### src/rtl/flash_pkg.sv
// flash_pkg: shared constants and state types for the flash read arbiter.
// Holds the READ opcode, address byte count and FSM encodings.
package flash_pkg;

    localparam logic [7:0] FLASH_CMD_READ   = 8'h03;
    localparam int         FLASH_ADDR_BYTES = 3;

    localparam logic [2:0] ST_IDLE = 3'd0;
    localparam logic [2:0] ST_CMD  = 3'd1;
    localparam logic [2:0] ST_ADDR = 3'd2;
    localparam logic [2:0] ST_DATA = 3'd3;
    localparam logic [2:0] ST_HOLD = 3'd4;

    typedef enum logic [2:0] {
        S_IDLE = ST_IDLE,
        S_CMD  = ST_CMD,
        S_ADDR = ST_ADDR,
        S_DATA = ST_DATA,
        S_HOLD = ST_HOLD
    } fsm_t;

    typedef enum logic [1:0] {
        I_IDLE,
        I_START,
        I_WAIT
    } iss_t;

    // Address bytes go out MSB first: idx 0 -> [23:16].
    function automatic logic [7:0] addr_byte(input logic [23:0] a,
                                             input logic [1:0]  i);
        logic [7:0] b;
        case (i)
            2'd0:    b = a[23:16];
            2'd1:    b = a[15:8];
            default: b = a[7:0];
        endcase
        return b;
    endfunction

endpackage

### src/rtl/spi_byte_issuer.sv
// spi_byte_issuer: one-byte start/busy handshake with the spi master.
// Ports: go/tx_byte in, spi_start/spi_din out, idle/byte_done/rx_byte back.
module spi_byte_issuer
    import flash_pkg::*;
(
    input  logic       clk,
    input  logic       rst,
    input  logic       go,
    input  logic [7:0] tx_byte,
    input  logic       spi_busy,
    input  logic [7:0] spi_dout,
    output logic       spi_start,
    output logic [7:0] spi_din,
    output logic       idle,
    output logic       byte_done,
    output logic [7:0] rx_byte
);

    iss_t       st, st_d;
    logic       start_d;
    logic [7:0] din_d;

    always_ff @(posedge clk or negedge rst) begin
        if (!rst) begin
            st        <= I_IDLE;
            spi_start <= 1'b0;
            spi_din   <= 8'h00;
        end else begin
            st        <= st_d;
            spi_start <= start_d;
            spi_din   <= din_d;
        end
    end

    always_comb begin
        st_d    = st;
        start_d = spi_start;
        din_d   = spi_din;
        unique case (st)
            I_IDLE: if (go) begin
                start_d = 1'b1;
                din_d   = tx_byte;
                st_d    = I_START;
            end
            I_START: if (spi_busy) begin
                start_d = 1'b0;
                st_d    = I_WAIT;
            end
            I_WAIT: if (!spi_busy) st_d = I_IDLE;
            default: st_d = I_IDLE;
        endcase
    end

    // Completion is flagged in the cycle busy is seen low; the top
    // registers it, so rd_valid lands one cycle after the fall.
    assign idle      = (st == I_IDLE);
    assign byte_done = (st == I_WAIT) && !spi_busy;
    assign rx_byte   = spi_dout;

endmodule

### src/rtl/flash_read_arbiter.sv
// flash_read_arbiter: round-robin sharing of the SPI flash between two readers.
// Ports: req/addr/len/pause per reader, gnt/rd_*/done/busy back, spi_* and cs to flash.
module flash_read_arbiter
    import flash_pkg::*;
#(
    parameter int CS_IDLE_CYCLES = 2
) (
    input  logic        clk,
    input  logic        rst,
    input  logic        ready,
    input  logic [1:0]  req,
    input  logic [23:0] addr0,
    input  logic [23:0] addr1,
    input  logic [15:0] len0,
    input  logic [15:0] len1,
    input  logic [1:0]  pause,
    output logic [1:0]  gnt,
    output logic [7:0]  rd_data,
    output logic        rd_valid,
    output logic [1:0]  done,
    output logic        busy,
    output logic        spi_start,
    output logic [7:0]  spi_din,
    input  logic        spi_busy,
    input  logic [7:0]  spi_dout,
    output logic        cs
);

    fsm_t        state, state_d;
    logic [1:0]  gnt_d, done_d, idx, idx_d;
    logic [7:0]  rd_data_d, tx_byte, rx_byte;
    logic        rd_valid_d, busy_d, cs_d, last, last_d;
    logic        abort_q, abort_d, go, iss_idle, iss_done;
    logic [15:0] rem, rem_d, len_sel;
    logic [23:0] addr_q, addr_d;
    logic [3:0]  hold_cnt, hold_d;
    logic        win1, gsel, req_g, pause_g, aborting;

    spi_byte_issuer u_iss (
        .clk       (clk),
        .rst       (rst),
        .go        (go),
        .tx_byte   (tx_byte),
        .spi_busy  (spi_busy),
        .spi_dout  (spi_dout),
        .spi_start (spi_start),
        .spi_din   (spi_din),
        .idle      (iss_idle),
        .byte_done (iss_done),
        .rx_byte   (rx_byte)
    );

    // last=1 means requester 1 was served last, so 0 wins a tie.
    assign win1     = req[1] && (!req[0] || !last);
    assign len_sel  = win1 ? len1 : len0;
    assign gsel     = gnt[1];
    assign req_g    = req[gsel];
    assign pause_g  = pause[gsel];
    assign aborting = abort_q || !req_g;
    assign tx_byte  = (state == S_CMD)  ? FLASH_CMD_READ :
                      (state == S_ADDR) ? addr_byte(addr_q, idx) : 8'h00;

    always_ff @(posedge clk or negedge rst) begin
        if (!rst) begin
            state    <= S_IDLE;
            gnt      <= 2'b00;
            done     <= 2'b00;
            rd_data  <= 8'h00;
            rd_valid <= 1'b0;
            busy     <= 1'b0;
            cs       <= 1'b1;
            last     <= 1'b1;
            abort_q  <= 1'b0;
            rem      <= 16'h0;
            addr_q   <= 24'h0;
            idx      <= 2'd0;
            hold_cnt <= 4'd0;
        end else begin
            state    <= state_d;
            gnt      <= gnt_d;
            done     <= done_d;
            rd_data  <= rd_data_d;
            rd_valid <= rd_valid_d;
            busy     <= busy_d;
            cs       <= cs_d;
            last     <= last_d;
            abort_q  <= abort_d;
            rem      <= rem_d;
            addr_q   <= addr_d;
            idx      <= idx_d;
            hold_cnt <= hold_d;
        end
    end

    always_comb begin
        state_d    = state;
        gnt_d      = gnt;
        done_d     = 2'b00;
        rd_data_d  = rd_data;
        rd_valid_d = 1'b0;
        busy_d     = busy;
        cs_d       = cs;
        last_d     = last;
        abort_d    = abort_q;
        rem_d      = rem;
        addr_d     = addr_q;
        idx_d      = idx;
        hold_d     = hold_cnt;
        go         = 1'b0;
        unique case (state)
            S_IDLE: begin
                if (ready && !spi_busy && req != 2'b00) begin
                    gnt_d   = win1 ? 2'b10 : 2'b01;
                    busy_d  = 1'b1;
                    addr_d  = win1 ? addr1 : addr0;
                    rem_d   = len_sel;
                    abort_d = 1'b0;
                    idx_d   = 2'd0;
                    hold_d  = 4'd0;
                    if (len_sel == 16'h0) begin
                        done_d  = gnt_d;
                        state_d = S_HOLD;
                    end else begin
                        cs_d    = 1'b0;
                        state_d = S_CMD;
                    end
                end
            end
            S_CMD, S_ADDR, S_DATA: begin
                if (!req_g) abort_d = 1'b1;
                if (iss_done) begin
                    if (aborting) begin
                        cs_d    = 1'b1;
                        hold_d  = 4'd0;
                        state_d = S_HOLD;
                    end else if (state == S_CMD) begin
                        state_d = S_ADDR;
                    end else if (state == S_ADDR) begin
                        if (idx == 2'(FLASH_ADDR_BYTES - 1)) state_d = S_DATA;
                        else idx_d = idx + 2'd1;
                    end else begin
                        rd_valid_d = 1'b1;
                        rd_data_d  = rx_byte;
                        rem_d      = rem - 16'd1;
                        if (rem == 16'd1) begin
                            done_d  = gnt;
                            cs_d    = 1'b1;
                            hold_d  = 4'd0;
                            state_d = S_HOLD;
                        end
                    end
                end else if (iss_idle) begin
                    if (aborting) begin
                        cs_d    = 1'b1;
                        hold_d  = 4'd0;
                        state_d = S_HOLD;
                    end else if (!(state == S_DATA && pause_g)) begin
                        go = 1'b1;
                    end
                end
            end
            S_HOLD: begin
                if (hold_cnt == 4'(CS_IDLE_CYCLES - 1)) begin
                    gnt_d   = 2'b00;
                    busy_d  = 1'b0;
                    last_d  = gnt[1];
                    state_d = S_IDLE;
                end else begin
                    hold_d = hold_cnt + 4'd1;
                end
            end
            default: state_d = S_IDLE;
        endcase
    end

endmodule

### config.mk
export PLATFORM = sky130hd
export DESIGN_NAME = flash_read_arbiter
export DESIGN_NICKNAME = d
export VERILOG_FILES = /design/src/rtl/flash_pkg.sv /design/src/rtl/spi_byte_issuer.sv /design/src/rtl/flash_read_arbiter.sv
export SDC_FILE = /design/constraint.sdc
export NUM_CORES = 1
export LEC_CHECK = 0
export ABC_CLOCK_PERIOD_IN_PS = 1800
export CORE_MARGIN = 2
export CORE_UTILIZATION = 44
export CTS_CLUSTER_DIAMETER = 200
export DETAILED_ROUTE_END_ITERATION = 16
export GPL_TIMING_DRIVEN = 0
export PLACE_DENSITY = 0.85
export SLEW_MARGIN = 0
export SYNTH_ARGS = -nofsm -noshare
export SYNTH_HDL_FRONTEND = slang
export SYNTH_SLANG_ARGS = --single-unit
### constraint.sdc
create_clock -name clk -period 1.8 [get_ports clk]
set_input_delay 0.27 -clock clk [delete_from_list [all_inputs] [get_ports clk]]
set_output_delay 0.27 -clock clk [all_outputs]
set_load 0.03 [all_outputs]
==> metrics.md, run 1 <==
| Metric | Value |
|---|---|
| TritonRoute pass-1 iters | 5 |
| Slowest stage cell, crit path | dfrtp_2 |
| Slew Limit Fails | 0 |
| Clk Latency, worst-skew pair | 0.35 ns |
| CP startpoint kind | flop |
| Synthesized area per cell | 9.11 sq um |
| Die Wd | 102 microns |
| Most used DFF post-synth | dfrtp_1 |
| Total CTS buffers | 9 |
| Syn_nets | roughly 570 |
| Clk sinks | between 70 and 80 |
| Final nets | 738 |
| Worst Path Arrival | 2.16 ns |
| CP Depth | 5 |
| Part of the cycle the worst path needs | 1.07 |
| Compound-gate portion of the synthesized area | 0.205 |
| Maximum clock frequency | 0.519 GHz |
| Vias per inst | 5.80 |
| Lkg Pwr | 2.78 nW |
| Number of synthesized flops with an enable pin | 0 |
| Post-layout instance area | 6710 sq um |
| CP max stage delay | 0.44 ns |
| Antenna-violating nets left | 0 |
| Adder-cell share of the synthesized area | 0.0205 |
| Crit Path Max Fanout | 4 |
| Setup violators final | 33 |
| Failing checks | setup timing |
| Worst Reg-to-Reg Cells | 5 |
| Final Hold Fails | 0 |
| Die area | 10500 sq um |
| Routed WL | about 14 mm |
| DRC violations left | 0 |
| Setup ws final | -0.128 ns |
| XOR/XNOR Fraction of Synth Area | 0.00205 |
| Top Family by Delay on Critical Path | multiplexers |
| DIE HEIGHT | 102 microns |
| DR vias | 4458 |
| Status | finished, violations left |
| Remaining global-route overflow | 0 |
| Clock Power Share | 0.159 |
| Layout Skew | 0.00741 ns |
| Clk slew on worst S/H paths | around 0.090 ns |
| Drt initial violations | 289 |
| Fraction of layout cells with a size suffix above 1 | 0.250 |
| R2r setup slk | -0.13 ns |
| Initial Utilization | 0.457 |
| Slew HR | 0.662 |
| Psw | approximately 0.0040 W |
| Main combinational cell family by area after synthesis | simple AND/OR/NAND/NOR gates |
| Sequential share of power | 0.335 |
| Setup TNS | -1.46 ns |
| # IOs | 120 |
| Synth Instances | 468 |
| Post-synthesis mux area share | 0.0713 |
| All-Layer GR Usage | 0.255 |
| Crit path to | hold_cnt[1] |
| R2r endpoint | hold_cnt[1] |
| Commonest non-fill, non-tap cell in the layout | clkdlybuf4s50_1 |
| Maximum VDD drop | 0.663 mV |
| # Max-Cap Violations | 0 |
| Initial antenna violation count | 0 |
| RSZ-0062 raised after global routing | true |
| Most frequent cells in the layout | clkdlybuf4s50_1, nand2_1, dfrtp_1 |
| Gate power share | 0.506 |
| Gp weighted congestion | a little under 1 |
| Largest net degree at the start of global routing | 55 |
| Worst slack, placed | -0.786 ns |
| Worst R2R Start | gnt[1] |
| Worst setup path start | gnt[1] |
| Distinct cell type count after synthesis | 59 |
| Hpwl dp | 9.45 mm |
| Total number of yosys warnings | 0 |
| Core area | 9330 sq um |
| # fillers | 663 |
| Slew @ Worst Pin | ~0.5 ns |
| Worst Setup End Kind | flop |
| Row Count | 35 |
| Root Driver | clkbuf_8 |
| TritonCTS clock tree | yes |
| Crit path cell chain | mux2i_4, nor3_4, o41ai_4, o22a_2, mux2_1 |
| Final Util | 0.719 |
| Buffers and inverters on the worst path | 0 |
| Max H-tree Level | 3 |
| Mapped Area | 4260 sq um |
| Sw Share | 0.424 |
| Internal | 0.00540 W |
| Ant. Diodes | 0 |
| Vias in the first global route | 4322 |
| Critical path class | reg -> reg |
| Maximum clock insertion buffer count | 2 |
| Placed standard-cell area | 5650 sq um |
| Final min period | about 1.9 ns |
| Async SR Flop Fraction | 1.00 |
| I/O Buffers | 119 |
| First-pass GRT wire length | roughly 21 mm |
| #FFs+latches synth | 77 |
| Post-synthesis sequential area ratio | 0.453 |
| Post-synthesis simple-gate area fraction | 0.212 |
| Hold Path Class | in -> async |
| Worst endpoint required time | 2.04 ns |
| Area grow syn2layout | 57.4% |
| Cell Pwr Density | 1400 nW/um^2 |
| Drt wl/cell | approximately 19 microns |
synthesized netlist by cell type (all sizes together) (2+ instances only):
| cell type | number | area [sq um] |
|---|---|---|
| o2bb2ai | 2 | 17.5 |
| a32oi | 2 | 17.5 |
| mux2 | 16 | 180 |
| nand2 | 81 | 304 |
| nor4 | 15 | 121 |
| ha | 7 | 87.6 |
| o32ai | 2 | 17.5 |
| a211oi | 2 | 15.0 |
| clkbuf | 13 | 48.8 |
| mux2i | 12 | 124 |
| buf | 14 | 65.1 |
| nor3 | 7 | 40.0 |
| nand3b | 2 | 15.0 |
| o21a | 2 | 15.0 |
| a31oi | 29 | 181 |
| a21oi | 27 | 135 |
| o22a | 6 | 53.8 |
| o21ai | 19 | 95.1 |
| a22o | 13 | 114 |
| nand3 | 8 | 40.0 |
| nor2b | 2 | 12.5 |
| dfstp | 2 | 52.6 |
| o22ai | 4 | 25.0 |
| nand4 | 6 | 43.8 |
| nand2b | 5 | 31.3 |
| dfrtp | 75 | 1880 |
| nor3b | 4 | 30.0 |
| inv | 11 | 41.3 |
| nor2 | 52 | 208 |
| or2 | 2 | 12.5 |
| and2 | 3 | 18.8 |
| a21o | 2 | 15.0 |
| o31ai | 6 | 45.0 |
cells by family (layout without fill, tap and decap cells):
group | count (synthesis) | in the layout
adder cells (fa/ha/maj) | 7 | 7
XOR/XNOR | 1 | 1
AO/OA/AOI/OAI | 127 | 127
buffers and inverters | 38 | 210
flip-flops | 77 | 77
AND/OR/NAND/NOR | 190 | 190
multiplexers | 28 | 28
how the worst min path moves through the flow:
stage                          start         end  slack, ns  cells past startpoint
after CTS                        rst      rem[8]       0.37                      2
after global routing             rst      rem[8]       0.39                      2
after detailed placement         rst      rem[8]       0.20                      1
after floorplan                  rst     abort_q      -0.03                      0
after global placement    rd_data[5]  rd_data[5]       0.47                      1
final                            rst      rem[8]       0.37                      2
flip-flops by register name, summed over array words and instances, names as in the netlist, 3 cells and up:
register,flops
addr_q,24
rd_data,8
u_iss.spi_din,8
rem,16
state,3
hold_cnt,4
power groups by stage:
stage,sequential [W],combinational (W),clock [W]
2_1_floorplan,0.00301,0.00227,0
3_3_place_gp,0.00298,0.00339,0
3_5_place_dp,0.00301,0.00351,0
4_1_cts,0.00300,0.00401,0.00148
5_1_grt,0.00321,0.00509,0.00156
6_report,0.00315,0.00475,0.00149
what timing repair did:
item / 4_1_cts / 5_1_grt
hold buffers: 1 / 0
endpoints found under the setup margin: 74 / 70
cloned: 0 / 1
pin swaps: 8 / 21
hold endpoints to repair: 21 / 0
resized for setup: 51 / 89
setup buffers: 16 / 23
layer usage:
metal / track usage / routed length (microns) / part of all wire / vias to the layer above
li1: - / - / - / 2027
met1: 0.321 / 5660 / 0.39 / 2138
met2: 0.433 / 7240 / 0.50 / 245
met3: 0.0506 / 1030 / 0.072 / 48
met4: 0.0974 / 484 / 0.034 / 0
met5: 0 / 0 / 0 / -
area by class of cell:
cell class	count	area, sq um	area share
multi-input combinational	353	2590	0.385
sequential	77	1940	0.289
timing repair buffer	161	1590	0.238
buffer	22	165	0.0246
tap	129	161	0.0241
clock buffer	9	124	0.0185
clock inverter	7	100	0.0149
inverter	11	41.3	0.00615
per-stage QoR:
step                total power, W  cells  hold slack, ns
finish                     0.00938    769           0.367
global route               0.00986    769           0.388
CTS                        0.00849    748           0.373
detailed placement         0.00651    717           0.201
global placement           0.00637    716           0.474
floorplan                  0.00528    468         -0.0256
Note: power is estimated with default switching activity, not from simulation.
==> run 2: changes to the inputs <==
==> constraint.sdc (replaced) <==
create_clock -name clk -period 1.8 [get_ports clk]
set_input_delay 0.27 -clock clk [delete_from_list [all_inputs] [get_ports clk]]
set_output_delay 0.27 -clock clk [all_outputs]
set_load 0.005 [all_outputs]
==> metrics.md, run 2 (synthesized netlist as in run 1, its figures left out) <==
| Metric | Value |
|---|---|
| Drt wl/cell | 19.0 microns |
| Vias per inst | about 5.9 |
| I/O Buffers | 119 |
| Area grow syn2layout | 53.2% |
| Worst Reg-to-Reg Cells | 5 |
| Fraction of layout cells with a size suffix above 1 | 0.227 |
| Reg with most FFs | addr_q |
| Final min period | 1.87 ns |
| # IOs | 120 |
| Initial antenna violation count | 0 |
| Status | finished, violations left |
| Initial Utilization | 0.457 |
| Slew HR | 0.722 |
| R2r endpoint | hold_cnt[1] |
| Die Wd | 102 microns |
| Part of the cycle the worst path needs | 1.04 |
| Maximum VDD drop | 0.656 mV |
| Antenna-violating nets left | 0 |
| Slowest stage cell, crit path | dfrtp_2 |
| TritonRoute pass-1 iters | 5 |
| Crit Path Max Fanout | 4 |
| PnR Total Power | roughly 0.0091 W |
| Post-layout instance area | 6530 sq um |
| DRC violations left | 0 |
| WHS | 0.299 ns |
| RSZ-0062 raised after global routing | true |
| Core area | 9330 sq um |
| Worst slack, placed | -0.849 ns |
| Lkg Pwr | 2.72 nW |
| Final nets | 729 |
| Slew Limit Fails | 0 |
| Largest net degree at the start of global routing | slightly below 70 |
| Remaining global-route overflow | 0 |
| Critical path class | reg -> reg |
| Clk slew on worst S/H paths | 0.08 ns |
| Max H-tree Level | 3 |
| Worst R2R Start | rem[3] |
| Top Registers | addr_q: 24 flops, rem: 16 flops |
| Die area | roughly 10000 sq um |
| Total CTS buffers | 9 |
| Ant. Diodes | 0 |
| # Max-Cap Violations | 0 |
| Clk Latency, worst-skew pair | approximately 0.35 ns |
| All-Layer GR Usage | 0.261 |
| Setup violators final | 17 |
| DR vias | 4506 |
| Cell Pwr Density | roughly 1400 nW/um^2 |
| Most frequent cells in the layout | clkdlybuf4s50_1, nand2_1, dfrtp_1 |
| Slew @ Worst Pin | 0.416 ns |
| Commonest non-fill, non-tap cell in the layout | clkdlybuf4s50_1 |
| Setup ws final | -0.0704 ns |
| Failing checks | setup timing |
| Hpwl dp | 9.33 mm |
| Layout Skew | 0.0103 ns |
| Root Driver | clkbuf_8 |
| Worst Path Arrival | 2.11 ns |
| Drt initial violations | ~340 |
| Gp weighted congestion | 0.914 |
| Clk sinks | 77 |
| Final Hold Fails | 0 |
| TritonCTS clock tree | yes |
| Setup TNS | -0.552 ns |
| Row Count | 35 |
| First-pass GRT wire length | around 21 mm |
| Worst endpoint required time | roughly 2.0 ns |
| Vias in the first global route | 4452 |
| CP max stage delay | 0.48 ns |
| Crit path cell chain | nor4_1, nand4_1, o22ai_2, o22a_2, mux2_4 |
| Worst Setup End Kind | flop |
| Maximum clock frequency | 0.535 GHz |
| Max FFs per register | 24 |
| Maximum clock insertion buffer count | 2 |
| DIE HEIGHT | about 100 microns |
| CP startpoint kind | flop |
| Placed standard-cell area | ~5700 sq um |
| Hold Path Class | in -> async |
| Routed WL | 14.4 mm |
| R2r setup slk | -0.07 ns |
run 2: cell types whose count changed in the layout (fill, tap and decap cells not counted), sizes merged:
cell,change
clkdlybuf4s50,-1
dlymetal6s2s,+3
buf,-15
clkinvlp,+1
clkinv,-5
inv,+1
bufinv,+1
clkbuf,+8
dlygate4sd2,-2
run 2: layer usage:
layer  vias to the layer above  part of all wire  track usage
li1                       2024                 -            -
met1                      2157              0.39        0.319
met2                       260              0.50        0.452
met3                        65             0.076       0.0575
met4                         0             0.039       0.0923
met5                         -                 0            0
run 2: worst max path at each step:
stage / start / endpoint / slack, ns / cells past startpoint
finish: rem[3] / hold_cnt[1] / -0.07 / 5
CTS: rem[1] / hold_cnt[1] / -0.02 / 7
global route: rem[3] / hold_cnt[1] / -0.12 / 5
global placement: rst / gnt[1] / -2.46 / 1
floorplan: rem[1] / hold_cnt[1] / -0.01 / 7
detailed placement: req[1] / done[1] / -0.85 / 6
run 2: critical path, delay by kind of cell (launching register included):
family / cells / cell delay [ns]
simple gates: 2 / 0.56
flops: 1 / 0.48
compound gates: 2 / 0.42
mux: 1 / 0.30
run 2: timing repair:
action / CTS / global route
endpoints found under the hold margin: 9 / 0
setup buffers: 16 / 14
gates cloned: 0 / 1
pin swaps: 10 / 19
setup endpoints to repair: 71 / 67
resized for setup: 49 / 65
hold buffers: 1 / 0
run 2: cell type report:
class                   instances  area (sq um)
well taps                     129           161
clock inverters                 5           106
inverters                      11          41.3
flip-flops and latches         77          1940
clock buffers                  11           141
repair buffers                152          1480
fillers                       652          2800
plain buffers                  22           154
multi-input cells             353          2510
run 2: per-stage QoR:
step | instances | util
after global routing | 760 | 0.700
after floorplan | 468 | -
after global placement | 716 | 0.604
final | 760 | 0.700
after detailed placement | 717 | 0.606
after CTS | 746 | 0.663
run 2: report_power, final:
group / leakage (nW) / switching (W) / total (W) / internal, W
Clock: 0.120 / 0.000670 / 0.00164 / 0.000965
Sequential: 0.938 / 0.000752 / 0.00314 / 0.00239
Combinational: 1.66 / 0.00220 / 0.00429 / 0.00209
==> run 3: changes to the inputs <==
- CAP_MARGIN: not set -> 20
==> results of run 3 <==
Final layout, timing and power as in run 2 (identical DEF).
